<file path="src/rtl/sid_spi_regs_multi.sv">
// SPI mode-0 register bank for NUM_VOICES SID voices. It decodes 16-bit frames into
// per-voice parameter bytes, supports readback on MISO and pulses a strobe on each committed write.
module sid_spi_regs_multi #(
    parameter int NUM_VOICES  = 3,
    parameter int SYNC_STAGES = 2
) (
    input  logic                     clk,
    input  logic                     rst_n,
    input  logic                     spi_clk,
    input  logic                     spi_cs_n,
    input  logic                     spi_mosi,
    output logic                     spi_miso,
    output logic [16*NUM_VOICES-1:0] sid_frequency,
    output logic [8*NUM_VOICES-1:0]  sid_duration,
    output logic [8*NUM_VOICES-1:0]  sid_attack,
    output logic [8*NUM_VOICES-1:0]  sid_sustain,
    output logic [8*NUM_VOICES-1:0]  sid_waveform,
    output logic                     wr_strobe,
    output logic [3:0]               wr_voice,
    output logic [2:0]               wr_addr
);

    typedef enum logic [1:0] {
        ST_IDLE = 2'd0,
        ST_HDR  = 2'd1,
        ST_DATA = 2'd2,
        ST_DONE = 2'd3
    } state_e;

    state_e state_q, state_d;

    logic [SYNC_STAGES-1:0] sclk_sync_q, cs_sync_q, mosi_sync_q;
    logic        sclk_prev_q, cs_prev_q;
    logic        sclk_s, cs_s, mosi_s;
    logic        sclk_rise_s, sclk_fall_s, cs_rise_s, cs_fall_s;
    logic        bit_rise_s, bit_fall_s;
    logic [4:0]  bit_cnt_q;
    logic [15:0] shift_q, frame_q, frame_next_s;
    logic [7:0]  miso_sh_q, rd_byte_s;
    logic        commit_q, miso_q, wr_strobe_q;
    logic [3:0]  wr_voice_q;
    logic [2:0]  wr_addr_q;

    logic [7:0] freq_lo_q  [NUM_VOICES];
    logic [7:0] freq_hi_q  [NUM_VOICES];
    logic [7:0] duration_q [NUM_VOICES];
    logic [7:0] attack_q   [NUM_VOICES];
    logic [7:0] sustain_q  [NUM_VOICES];
    logic [7:0] waveform_q [NUM_VOICES];

    // Input synchronisers plus one extra sample of sclk/cs_n for edge detection
    always_ff @(posedge clk) begin
        if (!rst_n) begin
            sclk_sync_q <= '0;
            cs_sync_q   <= '1;
            mosi_sync_q <= '0;
            sclk_prev_q <= 1'b0;
            cs_prev_q   <= 1'b1;
        end else begin
            sclk_sync_q <= {sclk_sync_q[SYNC_STAGES-2:0], spi_clk};
            cs_sync_q   <= {cs_sync_q[SYNC_STAGES-2:0], spi_cs_n};
            mosi_sync_q <= {mosi_sync_q[SYNC_STAGES-2:0], spi_mosi};
            sclk_prev_q <= sclk_s;
            cs_prev_q   <= cs_s;
        end
    end

    assign sclk_s       = sclk_sync_q[SYNC_STAGES-1];
    assign cs_s         = cs_sync_q[SYNC_STAGES-1];
    assign mosi_s       = mosi_sync_q[SYNC_STAGES-1];
    assign sclk_rise_s  = sclk_s & ~sclk_prev_q;
    assign sclk_fall_s  = ~sclk_s & sclk_prev_q;
    assign cs_rise_s    = cs_s & ~cs_prev_q;
    assign cs_fall_s    = ~cs_s & cs_prev_q;
    // Counting is gated by state, not by the current cs_n sample, so a 16th rise that
    // lands together with the cs_n rise is still taken.
    assign bit_rise_s   = sclk_rise_s & ((state_q == ST_HDR) | (state_q == ST_DATA));
    assign bit_fall_s   = sclk_fall_s & (state_q == ST_DATA);
    assign frame_next_s = {shift_q[14:0], mosi_s};

    // Frame state register
    always_ff @(posedge clk) begin
        if (!rst_n) begin
            state_q <= ST_IDLE;
        end else begin
            state_q <= state_d;
        end
    end

    // Frame next-state logic
    always_comb begin
        state_d = state_q;
        if (cs_rise_s) begin
            state_d = ST_IDLE;
        end else begin
            case (state_q)
                ST_IDLE: state_d = cs_fall_s ? ST_HDR : ST_IDLE;
                ST_HDR:  state_d = (bit_rise_s && bit_cnt_q == 5'd7)  ? ST_DATA : ST_HDR;
                ST_DATA: state_d = (bit_rise_s && bit_cnt_q == 5'd15) ? ST_DONE : ST_DATA;
                ST_DONE: state_d = ST_DONE;
                default: state_d = ST_IDLE;
            endcase
        end
    end

    // Readback byte selected by the header that is completing on this rise
    always_comb begin
        rd_byte_s = 8'h00;
        for (int v = 0; v < NUM_VOICES; v++) begin
            if (frame_next_s[6:3] == 4'(v)) begin
                case (frame_next_s[2:0])
                    3'd0:    rd_byte_s = freq_lo_q[v];
                    3'd1:    rd_byte_s = freq_hi_q[v];
                    3'd2:    rd_byte_s = duration_q[v];
                    3'd3:    rd_byte_s = attack_q[v];
                    3'd4:    rd_byte_s = sustain_q[v];
                    3'd5:    rd_byte_s = waveform_q[v];
                    default: rd_byte_s = 8'h00;
                endcase
            end else begin
                rd_byte_s = rd_byte_s;
            end
        end
    end

    // Shift/count datapath, MISO shifter and commit capture
    always_ff @(posedge clk) begin
        if (!rst_n) begin
            bit_cnt_q <= 5'd0;
            shift_q   <= 16'h0000;
            frame_q   <= 16'h0000;
            miso_sh_q <= 8'h00;
            miso_q    <= 1'b0;
            commit_q  <= 1'b0;
        end else begin
            commit_q <= bit_rise_s && (bit_cnt_q == 5'd15);
            if (bit_rise_s && bit_cnt_q == 5'd15) begin
                frame_q <= frame_next_s;
            end
            if (cs_rise_s || state_q == ST_IDLE) begin
                bit_cnt_q <= 5'd0;
                shift_q   <= 16'h0000;
                miso_sh_q <= 8'h00;
            end else if (bit_rise_s) begin
                shift_q   <= frame_next_s;
                bit_cnt_q <= bit_cnt_q + 5'd1;
                if (bit_cnt_q == 5'd7) begin
                    miso_sh_q <= frame_next_s[7] ? rd_byte_s : 8'h00;
                end
            end else if (bit_fall_s) begin
                miso_sh_q <= {miso_sh_q[6:0], 1'b0};
            end
            if (cs_rise_s || state_q != ST_DATA) begin
                miso_q <= 1'b0;
            end else if (bit_fall_s) begin
                miso_q <= miso_sh_q[7];
            end
        end
    end

    // Register file write and commit strobe
    always_ff @(posedge clk) begin
        if (!rst_n) begin
            for (int v = 0; v < NUM_VOICES; v++) begin
                freq_lo_q[v]  <= 8'h00;
                freq_hi_q[v]  <= 8'h00;
                duration_q[v] <= 8'h00;
                attack_q[v]   <= 8'h00;
                sustain_q[v]  <= 8'h00;
                waveform_q[v] <= 8'h00;
            end
            wr_strobe_q <= 1'b0;
            wr_voice_q  <= 4'd0;
            wr_addr_q   <= 3'd0;
        end else begin
            wr_strobe_q <= 1'b0;
            if (commit_q && !frame_q[15] && frame_q[10:8] <= 3'd5) begin
                for (int v = 0; v < NUM_VOICES; v++) begin
                    if (frame_q[14:11] == 4'(v)) begin
                        wr_strobe_q <= 1'b1;
                        wr_voice_q  <= frame_q[14:11];
                        wr_addr_q   <= frame_q[10:8];
                        case (frame_q[10:8])
                            3'd0:    freq_lo_q[v]  <= frame_q[7:0];
                            3'd1:    freq_hi_q[v]  <= frame_q[7:0];
                            3'd2:    duration_q[v] <= frame_q[7:0];
                            3'd3:    attack_q[v]   <= frame_q[7:0];
                            3'd4:    sustain_q[v]  <= frame_q[7:0];
                            3'd5:    waveform_q[v] <= frame_q[7:0];
                            default: freq_lo_q[v]  <= freq_lo_q[v];
                        endcase
                    end
                end
            end
        end
    end

    // Output mapping from registered state
    always_comb begin
        spi_miso      = miso_q;
        wr_strobe     = wr_strobe_q;
        wr_voice      = wr_voice_q;
        wr_addr       = wr_addr_q;
        sid_frequency = '0;
        sid_duration  = '0;
        sid_attack    = '0;
        sid_sustain   = '0;
        sid_waveform  = '0;
        for (int v = 0; v < NUM_VOICES; v++) begin
            sid_frequency[16*v +: 16] = {freq_hi_q[v], freq_lo_q[v]};
            sid_duration[8*v +: 8]    = duration_q[v];
            sid_attack[8*v +: 8]      = attack_q[v];
            sid_sustain[8*v +: 8]     = sustain_q[v];
            sid_waveform[8*v +: 8]    = waveform_q[v];
        end
    end

endmodule

</file>
<file path="config.mk">
export PLATFORM = sky130hd
export DESIGN_NAME = sid_spi_regs_multi
export DESIGN_NICKNAME = d
export VERILOG_FILES = /design/src/rtl/sid_spi_regs_multi.sv
export SDC_FILE = /design/constraint.sdc
export NUM_CORES = 1
export LEC_CHECK = 0
export CAP_MARGIN = 20
export CORE_MARGIN = 4
export CORE_UTILIZATION = 52
export CTS_BUF_LIST = sky130_fd_sc_hd__clkbuf_4 sky130_fd_sc_hd__clkbuf_8 sky130_fd_sc_hd__clkbuf_16
export CTS_CLUSTER_DIAMETER = 120
export DETAILED_ROUTE_END_ITERATION = 16
export HOLD_SLACK_MARGIN = 0.02
export PLACE_DENSITY_LB_ADDON = 0.3
export SYNTH_ARGS = -nofsm -noshare
export SYNTH_HDL_FRONTEND = slang
export SYNTH_SLANG_ARGS = --single-unit
export TNS_END_PERCENT = 10
</file>
<file path="constraint.sdc">
create_clock -name clk -period 4.35 [get_ports clk]
set_input_delay 1.305 -clock clk [delete_from_list [all_inputs] [get_ports clk]]
set_output_delay 1.305 -clock clk [all_outputs]
set_load 0.02 [all_outputs]
</file>
* Word level (Yosys, flattened, before mapping)
Memory sizes are Yosys's and may differ from the RTL's.
Cells that the tools add are included.
Widths: inputs -> output; s select.
** Word-level totals
- Register bits :: 64
- Bits in latches :: 0
- RAM bits :: 144
- Memory bits (read-only) :: 0
- Bits of input ports :: 5
- Output and inout port bits :: 153
- Logic and storage cells :: 234
- Memories kept :: 6
** Cells by class
- $add $sub $neg :: 1
- $mul :: 0
- Divide/modulo/power cells :: 0
- Order comparisons :: 1
- Eq/ne operators :: 21
- Shift-type cells :: 0
- Mux-type cells :: 136
- Bitwise logic cells :: 33
- Reduce and logical (&&, ||, !) cells :: 21
** Memories
- attack_q :: depth 3, bits a word 8, read ports 3, clocked after memory_dff 0, wr ports 3, RTL line 47 : logic [7:0] attack_q [NUM_VOICES];
- duration_q :: depth 3, bits a word 8, read ports 3, clocked after memory_dff 0, wr ports 3, RTL line 46 : logic [7:0] duration_q [NUM_VOICES];
- freq_hi_q :: depth 3, bits a word 8, read ports 3, clocked after memory_dff 0, wr ports 3, RTL line 45 : logic [7:0] freq_hi_q [NUM_VOICES];
- freq_lo_q :: depth 3, bits a word 8, read ports 3, clocked after memory_dff 0, wr ports 3, RTL line 44 : logic [7:0] freq_lo_q [NUM_VOICES];
- sustain_q :: depth 3, bits a word 8, read ports 3, clocked after memory_dff 0, wr ports 3, RTL line 48 : logic [7:0] sustain_q [NUM_VOICES];
- waveform_q :: depth 3, bits a word 8, read ports 3, clocked after memory_dff 0, wr ports 3, RTL line 49 : logic [7:0] waveform_q [NUM_VOICES];
** Operators with widths (count)
- $mux 8 :: 28
- $pmux 8 s6 :: 3
- $mux 1 :: 97
- $or 1x1->1 :: 22
- $eq 3x2->1 const B :: 4
- $eq 3x3->1 const B :: 4
- $mux 4 :: 3
- $mux 3 :: 3
- $eq 4x1->1 const B :: 2
- $eq 4x2->1 const B :: 2
- $logic_not 4->1 :: 2
- $pmux 2 s4 :: 1
- $and 1x1->1 :: 6
- $eq 3x1->1 const B :: 2
- $logic_not 3->1 :: 2
- $reduce_and 2->1 :: 3
- $reduce_or 2->1 :: 3
- $reduce_or 6->1 :: 1
- $add 5x1->5 const B :: 1
- $eq 5x3->1 const B :: 1
- $eq 5x4->1 const B :: 1
- $not 1->1 :: 5
- $eq 2x2->1 const B :: 2
- $logic_and 1x1->1 :: 4
- 10 further kinds :: 11

* Depth between registers and ports, before layout
Gate-level depths: netlist of the first run.
- Depth after elaboration :: 8
- Mapped depth :: 9
- Gate-level depth less buffers :: 7

* Worst setup path after synthesis of the first run
No wires, ideal clock.
- Kind :: input-to-reg
- From :: in rst_n
- To :: mem attack_q[0][0] (enable)
- Setup time :: 0.357 ns
- Arrival time :: 2.064 ns
- Required time :: 3.993 ns
- Path slack :: 1.929 ns
- Stages on the path :: 3
- Buffers on the path :: 2
- Cells stage by stage :: clkbuf_1 > clkbuf_1 > o21ai_0
** RTL lines
- start, declared :: RTL line 8 : input logic rst_n,
- end, declared :: RTL line 47

==> reports/results.ini, run 1 <==
[sta]
layout_min_cycle_time_ns = 3.02
tightest_slew_ns = 0.990
rsz0062_at_grt = no
finalCritPeriodShare = 0.694
final_max_slew_viol_count = 0
hold_violations = 0
fin_tns_setup_ns = 0
hold-worst-slack_ns = 0.410
finalSetupViolations = 0
clock_skew_ns = 0.00841
fmaxAchievable_mhz = 331
slew_headroom = 0.340
fin_ws_ns = 1.33

[clock_tree]
ctsLongestPathBuffers = 3
cts.sinks = 208
clk_latency_ns = 0.49
cts_tree = done
cts-root-buf = clkbuf_16
cts_resized = 0
h-tree-depth = 1
path_clk_slew_ns = 0.06
cts_buffers = 21
cts_hold_buf = 0
postCtsSetupRepairBufs = 0

[global_routing]
antenna_found_initial = 0
grt_overflow_total = 0
grt_max_degree = 47
grt_pass1_wl_um = 39300
gr-usage-all-layers = 0.283
first_global_vias = 6454

[job]
drv_cap = 0

[floorplan]
dieArea_um2 = 18800
die_y_um = 137
core_um2 = 16100
rows = 46
chipWidth_um = 137
start_util = 0.538
num_io_pins = 158

[detailed_routing]
met2_length_um = 12500
vias = 6834
wl_per_cell_um = 24.5
drtPass1Iterations = 5
drc = 0
wl_met1_um = 9850
highest_layer = met4
dr_wl_met3_um = 3380
drtAntennaViolNets = 0
detail_route.vias_per_cell = 6.22
wl_um = 26900
drt_iter0_markers = 990

[yosys]
seq_area_frac_synth = 0.646
yosys.area_share.xor_xnor = 0.00303
ys_warn_count = 0
synth_area_leaders = edfxtp_1 50%, dfxtp_1 15%, and2_1 3.9%
synth_area_um2 = 8670
syn_inst = 702
synthSimpleGateAreaFrac = 0.143
postSynthAreaPerCell_um2 = 12.4
synth_top_cell_area_share = 0.498
synth-edff-count = 144
yosys.area_share.adder = 0.00865
synth.distinct_cells = 65
synth_top_family_by_area = simple AND/OR/NAND/NOR gates
syn_nets = 713
synth-compound-area-share = 0.111
ys_seq_elements = 208
synth_top_area_cell = edfxtp_1
async_flop_share = 0
muxShareOfSynthArea = 0.0591
ys.flop_type = edfxtp_1

[min_path]
hold_class = reg2reg

[worst_setup_path]
crit_required_ns = 4.69
path_class = in2reg
cp-end-kind = flip-flop
cp-start-kind = input pin
crit_fanout = 8
worstPathArrival_ns = 3.36

[placement]
hpwlAfterDp_um = 20000
routabilityCongestion = 0.974
pre_cts_ws_ns = 0.939
numPortBuffers = 157

[outcome]
status = complete, no violations

[power]
p_switching_mw = 0.906
power.density_nw_per_um2 = 385
p_comb_frac = 0.052
p_leak_nw = 3.97
p_seq_frac = 0.506
p_sw_frac = 0.210
clkPwrFrac = 0.442
p_int_mw = 3.41
ir_drop_mv = 0.396

[final_layout]
layout_commonest_cell = clkdlybuf4s50_1
mostFrequentLayoutCells = 157 x clkdlybuf4s50_1, 144 x edfxtp_1, 90 x nand2_1
fin_nets = 878
synthToLayoutAreaGrowth_pct = 29.2
final_layout_size_suffix_gt1_frac = 0.102

==> worst paths after layout <==
path / slack [ns] / to / from / cells after the start
min reg2reg: 0.41 / cs_sync_q[1]$_SDFF_PN1_ / cs_sync_q[0]$_SDFF_PN1_ / 1
max reg2reg: 1.41 / miso_sh_q[4]$_SDFFE_PP0P_ / state_q[1]$_SDFF_PP0_ / 6
min: 0.41 / cs_sync_q[1]$_SDFF_PN1_ / cs_sync_q[0]$_SDFF_PN1_ / 1
max: 1.33 / freq_lo_q[1][0]$_SDFFCE_PP0P_ / rst_n / 4
==> synth_stat cells (2+ instances only) <==
master,number
edfxtp_1,144
nand2_1,90
dfxtp_1,64
and2_1,54
a21oi_1,50
o21ai_0,33
nor2_1,29
mux2i_1,25
mux2_2,19
clkbuf_1,16
buf_2,14
inv_1,10
nand3_1,10
nand3b_1,9
nor2b_1,8
a22oi_1,7
o211ai_1,7
a211oi_1,6
ha_1,6
nor3_1,6
o2111ai_1,6
a221oi_1,5
a32oi_1,5
nand2b_1,5
o21a_1,5
a2bb2oi_1,4
a31oi_1,4
and3_1,4
a211o_1,3
buf_1,3
buf_6,3
nand4_1,3
nor3b_1,3
o22ai_1,3
or3_1,3
a22o_1,2
and3b_1,2
buf_4,2
o221a_2,2
or3b_2,2
xor2_1,2
==> kinds of logic after synthesis <==
family,count (synthesis)
simple gates,239
flops,208
compound gates,151
buf+inv,49
mux,46
fa+ha+maj,6
xor+xnor,3
==> flip-flops by register name, indices dropped and copies added, names as in the netlist, 3 cells and up <==
| name | count |
|---|---|
| attack_q | 24 |
| duration_q | 24 |
| freq_hi_q | 24 |
| freq_lo_q | 24 |
| sustain_q | 24 |
| waveform_q | 24 |
| frame_q | 16 |
| shift_q | 15 |
| miso_sh_q | 8 |
| bit_cnt_q | 5 |
| wr_voice | 4 |
| wr_addr | 3 |
==> stage by stage <==
step	cell area (um^2)	instances	power (mW)	util
floorplan	8670	702	2.32	-
global placement	10500	1055	2.44	0.649
detailed placement	10500	1055	2.45	0.649
CTS	11200	1092	4.32	0.694
global route	11200	1097	4.41	0.695
finish	11200	1098	4.32	0.696
==> final cells by class <==
class / count / area (um^2)
Multi-Input combinational cell: 445 / 2820
Inverter: 10 / 37.5
Fill cell: 1110 / 4900
Clock inverter: 6 / 106
Sequential cell: 208 / 5610
Tap cell: 216 / 270
Timing Repair Buffer: 181 / 1740
Antenna cell: 1 / 2.50
Clock buffer: 31 / 626
==> metal layers <==
layer  track usage  vias to the layer above
li1              -                     2932
met1         0.382                     3265
met2         0.463                      548
met3        0.0500                       89
met4         0.101                        0
met5             0                        -
==> power groups by stage <==
stage	sequential [mW]	combinational [mW]	clock [mW]
detailed placement	2.23	0.220	0
global route	2.19	0.235	1.99
finish	2.19	0.225	1.91
floorplan	2.25	0.0683	0
global placement	2.23	0.216	0
CTS	2.18	0.221	1.91
==> worst max-delay path: stages <==
cell and delay (ns):
clkdlybuf4s50_1 0.67, nand4_1 0.42, nor2_1 0.68, and2_1 0.28
Note: power is estimated with default switching activity, not from simulation.
==> run 2: changes to the inputs <==
- CORE_UTILIZATION: 52 -> 47
- clock period: 4.35 -> 2.6 ns (I/O delays scaled with it)
==> reports/results.ini, run 2 (synthesis gave the netlist of run 1 again) <==
[outcome]
status = complete, no violations

[final_layout]
final_layout_size_suffix_gt1_frac = 0.125  ; +0.0224
layout_commonest_cell = clkdlybuf4s50_1
diodes = 0  ; -1
synthToLayoutAreaGrowth_pct = 31.7
regArea_um2 = 5610  ; unchanged
mostFrequentLayoutCells = 157 x clkdlybuf4s50_1, 144 x edfxtp_1, 90 x nand2_1
stdcell_area_um2 = 11400  ; +1.9%
fin_nets = 903  ; +2.8%
fill_cells = 1337  ; +20%
multi_input_area_um2 = 2820  ; unchanged
fin_cells = 1136  ; +3.5%

[sta]
rsz0062_at_grt = no
tightest_slew_ns = 0.692  ; -0.299 ns
hold_violations = 0  ; unchanged
fmaxAchievable_mhz = 410
finalCritPeriodShare = 0.937
final_max_slew_viol_count = 0  ; unchanged
hold-worst-slack_ns = 0.436  ; +0.0257 ns
layout_min_cycle_time_ns = 2.44
fin_tns_setup_ns = 0  ; unchanged
finalSetupViolations = 0  ; unchanged
clock_skew_ns = 0.00919  ; +0.000776 ns
slew_headroom = 0.535  ; +0.196

[worst_setup_path]
r2r-end = miso_sh_q[0]$_SDFFE_PP0P_
reg2reg_from = state_q[0]$_SDFF_PP0_
crit_family = buffers and inverters
cp_cell_sequence = clkdlybuf4s50_1
cp-start-kind = flip-flop
crit_required_ns = 1.82  ; -2.87 ns
crit_fanout = 2  ; -6
crit_path_top_delay_cell = clkdlybuf4s50_1
crit_buf_inv = 1  ; unchanged
path_class = reg2out
worstRegToRegCells = 8  ; +2
cp-end-kind = primary output
worstPathArrival_ns = 1.66  ; -1.70 ns
path_depth = 1  ; -3
r2r_setup_slack_ns = 0.31  ; -1.10 ns
slowest_delay_ns = 0.68  ; about the same

[min_path]
worstHoldPathCells = 1  ; unchanged
hold_class = reg2reg
worstHoldStart = sclk_sync_q[0]$_SDFF_PN0_
hold_end = sclk_sync_q[1]$_SDFF_PN0_

[power]
ir_drop_mv = 0.492  ; +24%
power.density_nw_per_um2 = 624  ; +62%
p_leak_nw = 4.10  ; +3.2%

[clock_tree]
cts_tree = done
cts.sinks = 208  ; unchanged
cts_buffers = 21  ; unchanged
path_clk_slew_ns = 0.06  ; about the same
cts_resized = 0  ; unchanged
postCtsSetupRepairBufs = 0  ; unchanged
h-tree-depth = 1  ; unchanged
clk_latency_ns = 0.49  ; about the same
cts_hold_buf = 0  ; unchanged
cts-root-buf = clkbuf_16
ctsLongestPathBuffers = 3  ; unchanged

[detailed_routing]
detail_route.vias_per_cell = 6.02  ; -3.2%
drc = 0  ; unchanged
wl_um = 29200  ; +8.5%
vias = 6844  ; +0.15%
wl_per_cell_um = 25.7  ; +4.9%
drt_iter0_markers = 838  ; -15%
drtAntennaViolNets = 0  ; unchanged
drtPass1Iterations = 5  ; unchanged

[floorplan]
dieArea_um2 = 20700  ; +10%
die_y_um = 144  ; +4.9%
core_um2 = 18100  ; +12%
num_io_pins = 158  ; unchanged
chipWidth_um = 144  ; +4.9%
rows = 49  ; +6.5%
start_util = 0.480  ; -0.0586

[placement]
routabilityCongestion = 0.968  ; -0.61%
dp_cells = 1098  ; +4.1%
dpl_cell_area_um2 = 10700  ; +2.5%
numPortBuffers = 157  ; unchanged
hpwlAfterDp_um = 21800  ; +9.4%

[global_routing]
grt_overflow_total = 0  ; unchanged
first_global_vias = 6712  ; +4.0%
antenna_found_initial = 1  ; +1
grt_pass1_wl_um = 42200  ; +7.2%
gr-usage-all-layers = 0.280  ; -0.00306
grt_max_degree = 32  ; -32%

[job]
drv_cap = 0  ; unchanged

-- run 2: per-stage QoR --
step,power [mW],utilization,setup slack (ns)
after floorplan,3.88,-,0.444
after global placement,4.11,0.593,0.119
after detailed placement,4.12,0.593,0.0554
after CTS,7.15,0.632,0.168
after global routing,7.31,0.632,0.0989
final,7.13,0.632,0.164
-- run 2: worst max-delay path by stage --
| stage | endpoint | from | slack [ns] |
|---|---|---|---|
| global route | freq_lo_q[0][0]$_SDFFCE_PP0P_ | frame_q[13]$_SDFFE_PN0P_ | 0.1 |
| finish | sid_attack[15] | attack_q[0][15]$_DFFE_PP_ | 0.16 |
| CTS | sid_attack[15] | attack_q[0][15]$_DFFE_PP_ | 0.17 |
| global placement | freq_hi_q[0][12]$_DFFE_PP_ | rst_n | 0.12 |
| floorplan | attack_q[0][0]$_DFFE_PP_ | frame_q[13]$_SDFFE_PN0P_ | 0.44 |
| detailed placement | freq_hi_q[0][13]$_DFFE_PP_ | rst_n | 0.06 |
-- run 2: layout make-up --
class / count / area share
clock buffer: 26 / 0.0523
clock inverter: 12 / 0.00974
inverter: 10 / 0.00328
multi-input combinational: 445 / 0.247
sequential: 208 / 0.491
tap: 229 / 0.0251
timing repair buffer: 206 / 0.172
-- run 2: routing by layer --
layer  routed length [um]  global-route usage
met5                   13                   0
met4                 1110               0.105
met3                 3410              0.0659
met2                13400               0.446
met1                11300               0.375
-- run 2: power by group --
part | switching, mW | internal [mW] | total [mW]
combinational | 0.230 | 0.170 | 0.400
sequential | 0.0594 | 3.59 | 3.65
clock | 1.24 | 1.84 | 3.08
==> run 3: changes to the inputs <==
- CORE_UTILIZATION: 47 -> 38
- SLEW_MARGIN: not set -> 25
==> reports/results.ini, run 3 (synthesis gave the netlist of run 1 again) <==
[clock_tree]
cts-root-buf = clkbuf_16
cts_resized = 0  ; unchanged
postCtsSetupRepairBufs = 0  ; unchanged
ctsLongestPathBuffers = 3  ; unchanged
cts.sinks = 208  ; unchanged
h-tree-depth = 1  ; unchanged
cts_hold_buf = 0  ; unchanged
clk_latency_ns = 0.50  ; about the same
cts_tree = done
path_clk_slew_ns = 0.07  ; about the same
cts_buffers = 21  ; unchanged

[power]
power.density_nw_per_um2 = 619  ; -0.66%
p_leak_nw = 4.06  ; -0.97%
p_seq_frac = 0.517  ; +0.005
ir_drop_mv = 0.373  ; -24%
p_int_mw = 5.54  ; -1.0%
p_switching_mw = 1.55  ; +1.2%
p_sw_frac = 0.218  ; +0.00380
p_comb_frac = 0.054  ; -0.002
clkPwrFrac = 0.429  ; -0.003
p_total_mw = 7.09  ; -0.55%

[global_routing]
grt_pass1_wl_um = 43400  ; +3.0%
antenna_found_initial = 0  ; -1
grt_max_degree = 39  ; +22%
gr-usage-all-layers = 0.232  ; -0.0483
grt_overflow_total = 0  ; unchanged
first_global_vias = 6434  ; -4.1%

[worst_setup_path]
r2r-end = miso_sh_q[4]$_SDFFE_PP0P_
crit_buf_inv = 1  ; unchanged
reg2reg_from = mosi_sync_q[1]$_SDFF_PN0_
cp-start-kind = flip-flop
cp-startpoint = attack_q[0][10]$_DFFE_PP_
crit_path_top_delay_cell = clkdlybuf4s50_1
path_class = reg2out
crit_end = sid_attack[10]
crit_family = buffers and inverters
crit_fanout = 2  ; unchanged
cp-end-kind = primary output
path_depth = 1  ; unchanged
slowest_delay_ns = 0.67  ; about the same
crit_required_ns = 1.82  ; about the same
worstPathArrival_ns = 1.66  ; about the same
cp_cell_sequence = clkdlybuf4s50_1
r2r_setup_slack_ns = 0.27  ; -0.04 ns
worstRegToRegCells = 6  ; -2

[final_layout]
stdcell_area_um2 = 11400  ; +0.11%
mostFrequentLayoutCells = 157 x clkdlybuf4s50_1, 144 x edfxtp_1, 90 x nand2_1
final_layout_size_suffix_gt1_frac = 0.124  ; -0.000418
synthToLayoutAreaGrowth_pct = 31.9
utilization = 0.507  ; -0.125
layout_commonest_cell = clkdlybuf4s50_1
diodes = 0  ; unchanged
fin_nets = 899  ; -0.44%

[sta]
fin_tns_setup_ns = 0  ; unchanged
hold-worst-slack_ns = 0.407  ; -0.0293 ns
rsz0062_at_grt = no
layout_min_cycle_time_ns = 2.44  ; +0.00839 ns
tightest_slew_ns = 0.671  ; -0.0206 ns
finalCritPeriodShare = 0.940  ; +0.00323
fmaxAchievable_mhz = 409  ; -0.34%
finalSetupViolations = 0  ; unchanged
hold_violations = 0  ; unchanged
clock_skew_ns = 0.0179  ; +0.00872 ns
final_max_slew_viol_count = 0  ; unchanged
slew_headroom = 0.549  ; +0.0138

[job]
drv_cap = 0  ; unchanged

[detailed_routing]
drc = 0  ; unchanged
drtAntennaViolNets = 0  ; unchanged
drt_iter0_markers = 855  ; +2.0%
drtPass1Iterations = 6  ; +1
vias = 6631  ; -3.1%
wl_um = 30400  ; +4.2%
detail_route.vias_per_cell = 5.59  ; -7.3%
wl_per_cell_um = 25.6  ; -0.26%

[floorplan]
start_util = 0.384  ; -0.0953
rows = 55  ; +12%
chipWidth_um = 159  ; +11%
core_um2 = 22600  ; +25%
num_io_pins = 158  ; unchanged
die_y_um = 159  ; +11%
dieArea_um2 = 25300  ; +22%

[placement]
routabilityCongestion = 0.952  ; -1.7%
hpwlAfterDp_um = 22400  ; +2.7%
dpl_cell_area_um2 = 10700  ; +0.26%
numPortBuffers = 157  ; unchanged

[outcome]
status = complete, no violations

[min_path]
hold_class = reg2reg

[run 3: cell count changes in the layout (fill, tap and decap cells not counted)]
cell        delta
clkbuf_8       +2
clkbuf_16      -2
clkinv_1       -4
clkinvlp_4     +3
buf_12         -1
buf_4          -3
[run 3: worst min path at each step]
stage / endpoint / cells past startpoint / slack, ns / start
after CTS: cs_sync_q[1]$_SDFF_PN1_ / 1 / 0.41 / cs_sync_q[0]$_SDFF_PN1_
after global placement: cs_sync_q[1]$_SDFF_PN1_ / 1 / 0.39 / cs_sync_q[0]$_SDFF_PN1_
final: cs_sync_q[1]$_SDFF_PN1_ / 1 / 0.41 / cs_sync_q[0]$_SDFF_PN1_
after global routing: cs_sync_q[1]$_SDFF_PN1_ / 1 / 0.42 / cs_sync_q[0]$_SDFF_PN1_
after floorplan: cs_sync_q[1]$_SDFF_PN1_ / 1 / 0.39 / cs_sync_q[0]$_SDFF_PN1_
after detailed placement: cs_sync_q[1]$_SDFF_PN1_ / 1 / 0.39 / cs_sync_q[0]$_SDFF_PN1_
[run 3: power groups by stage]
| stage | clock network, mW | logic (mW) | registers, mW |
|---|---|---|---|
| 3_5_place_dp | 0 | 0.384 | 3.73 |
| 2_1_floorplan | 0 | 0.114 | 3.77 |
| 4_1_cts | 3.08 | 0.386 | 3.66 |
| 6_report | 3.04 | 0.385 | 3.66 |
| 3_3_place_gp | 0 | 0.383 | 3.73 |
| 5_1_grt | 3.23 | 0.404 | 3.66 |
[run 3: metal layers]
metal,GRT usage,wire (um),vias to the layer above
met2,0.350,13300,433
met5,0.0133,40,-
li1,-,-,2965
met3,0.0621,3760,48
met4,0.0663,846,2
met1,0.329,12500,3183
[run 3: final cells by class]
class                           instances  area (um^2)
Clock inverter                         11          119
Sequential cell                       208         5610
Inverter                               10         37.5
Tap cell                              285          357
Multi-Input combinational cell        445         2820
Clock buffer                           26          576
Timing Repair Buffer                  202         1920
Fill cell                            1977        11100
[run 3: metrics by stage]
step                setup slack (ns)  instances
finish                         0.155       1187
global route                   0.136       1187
CTS                            0.182       1187
detailed placement             0.133       1150
global placement               0.155       1150
floorplan                      0.444        702
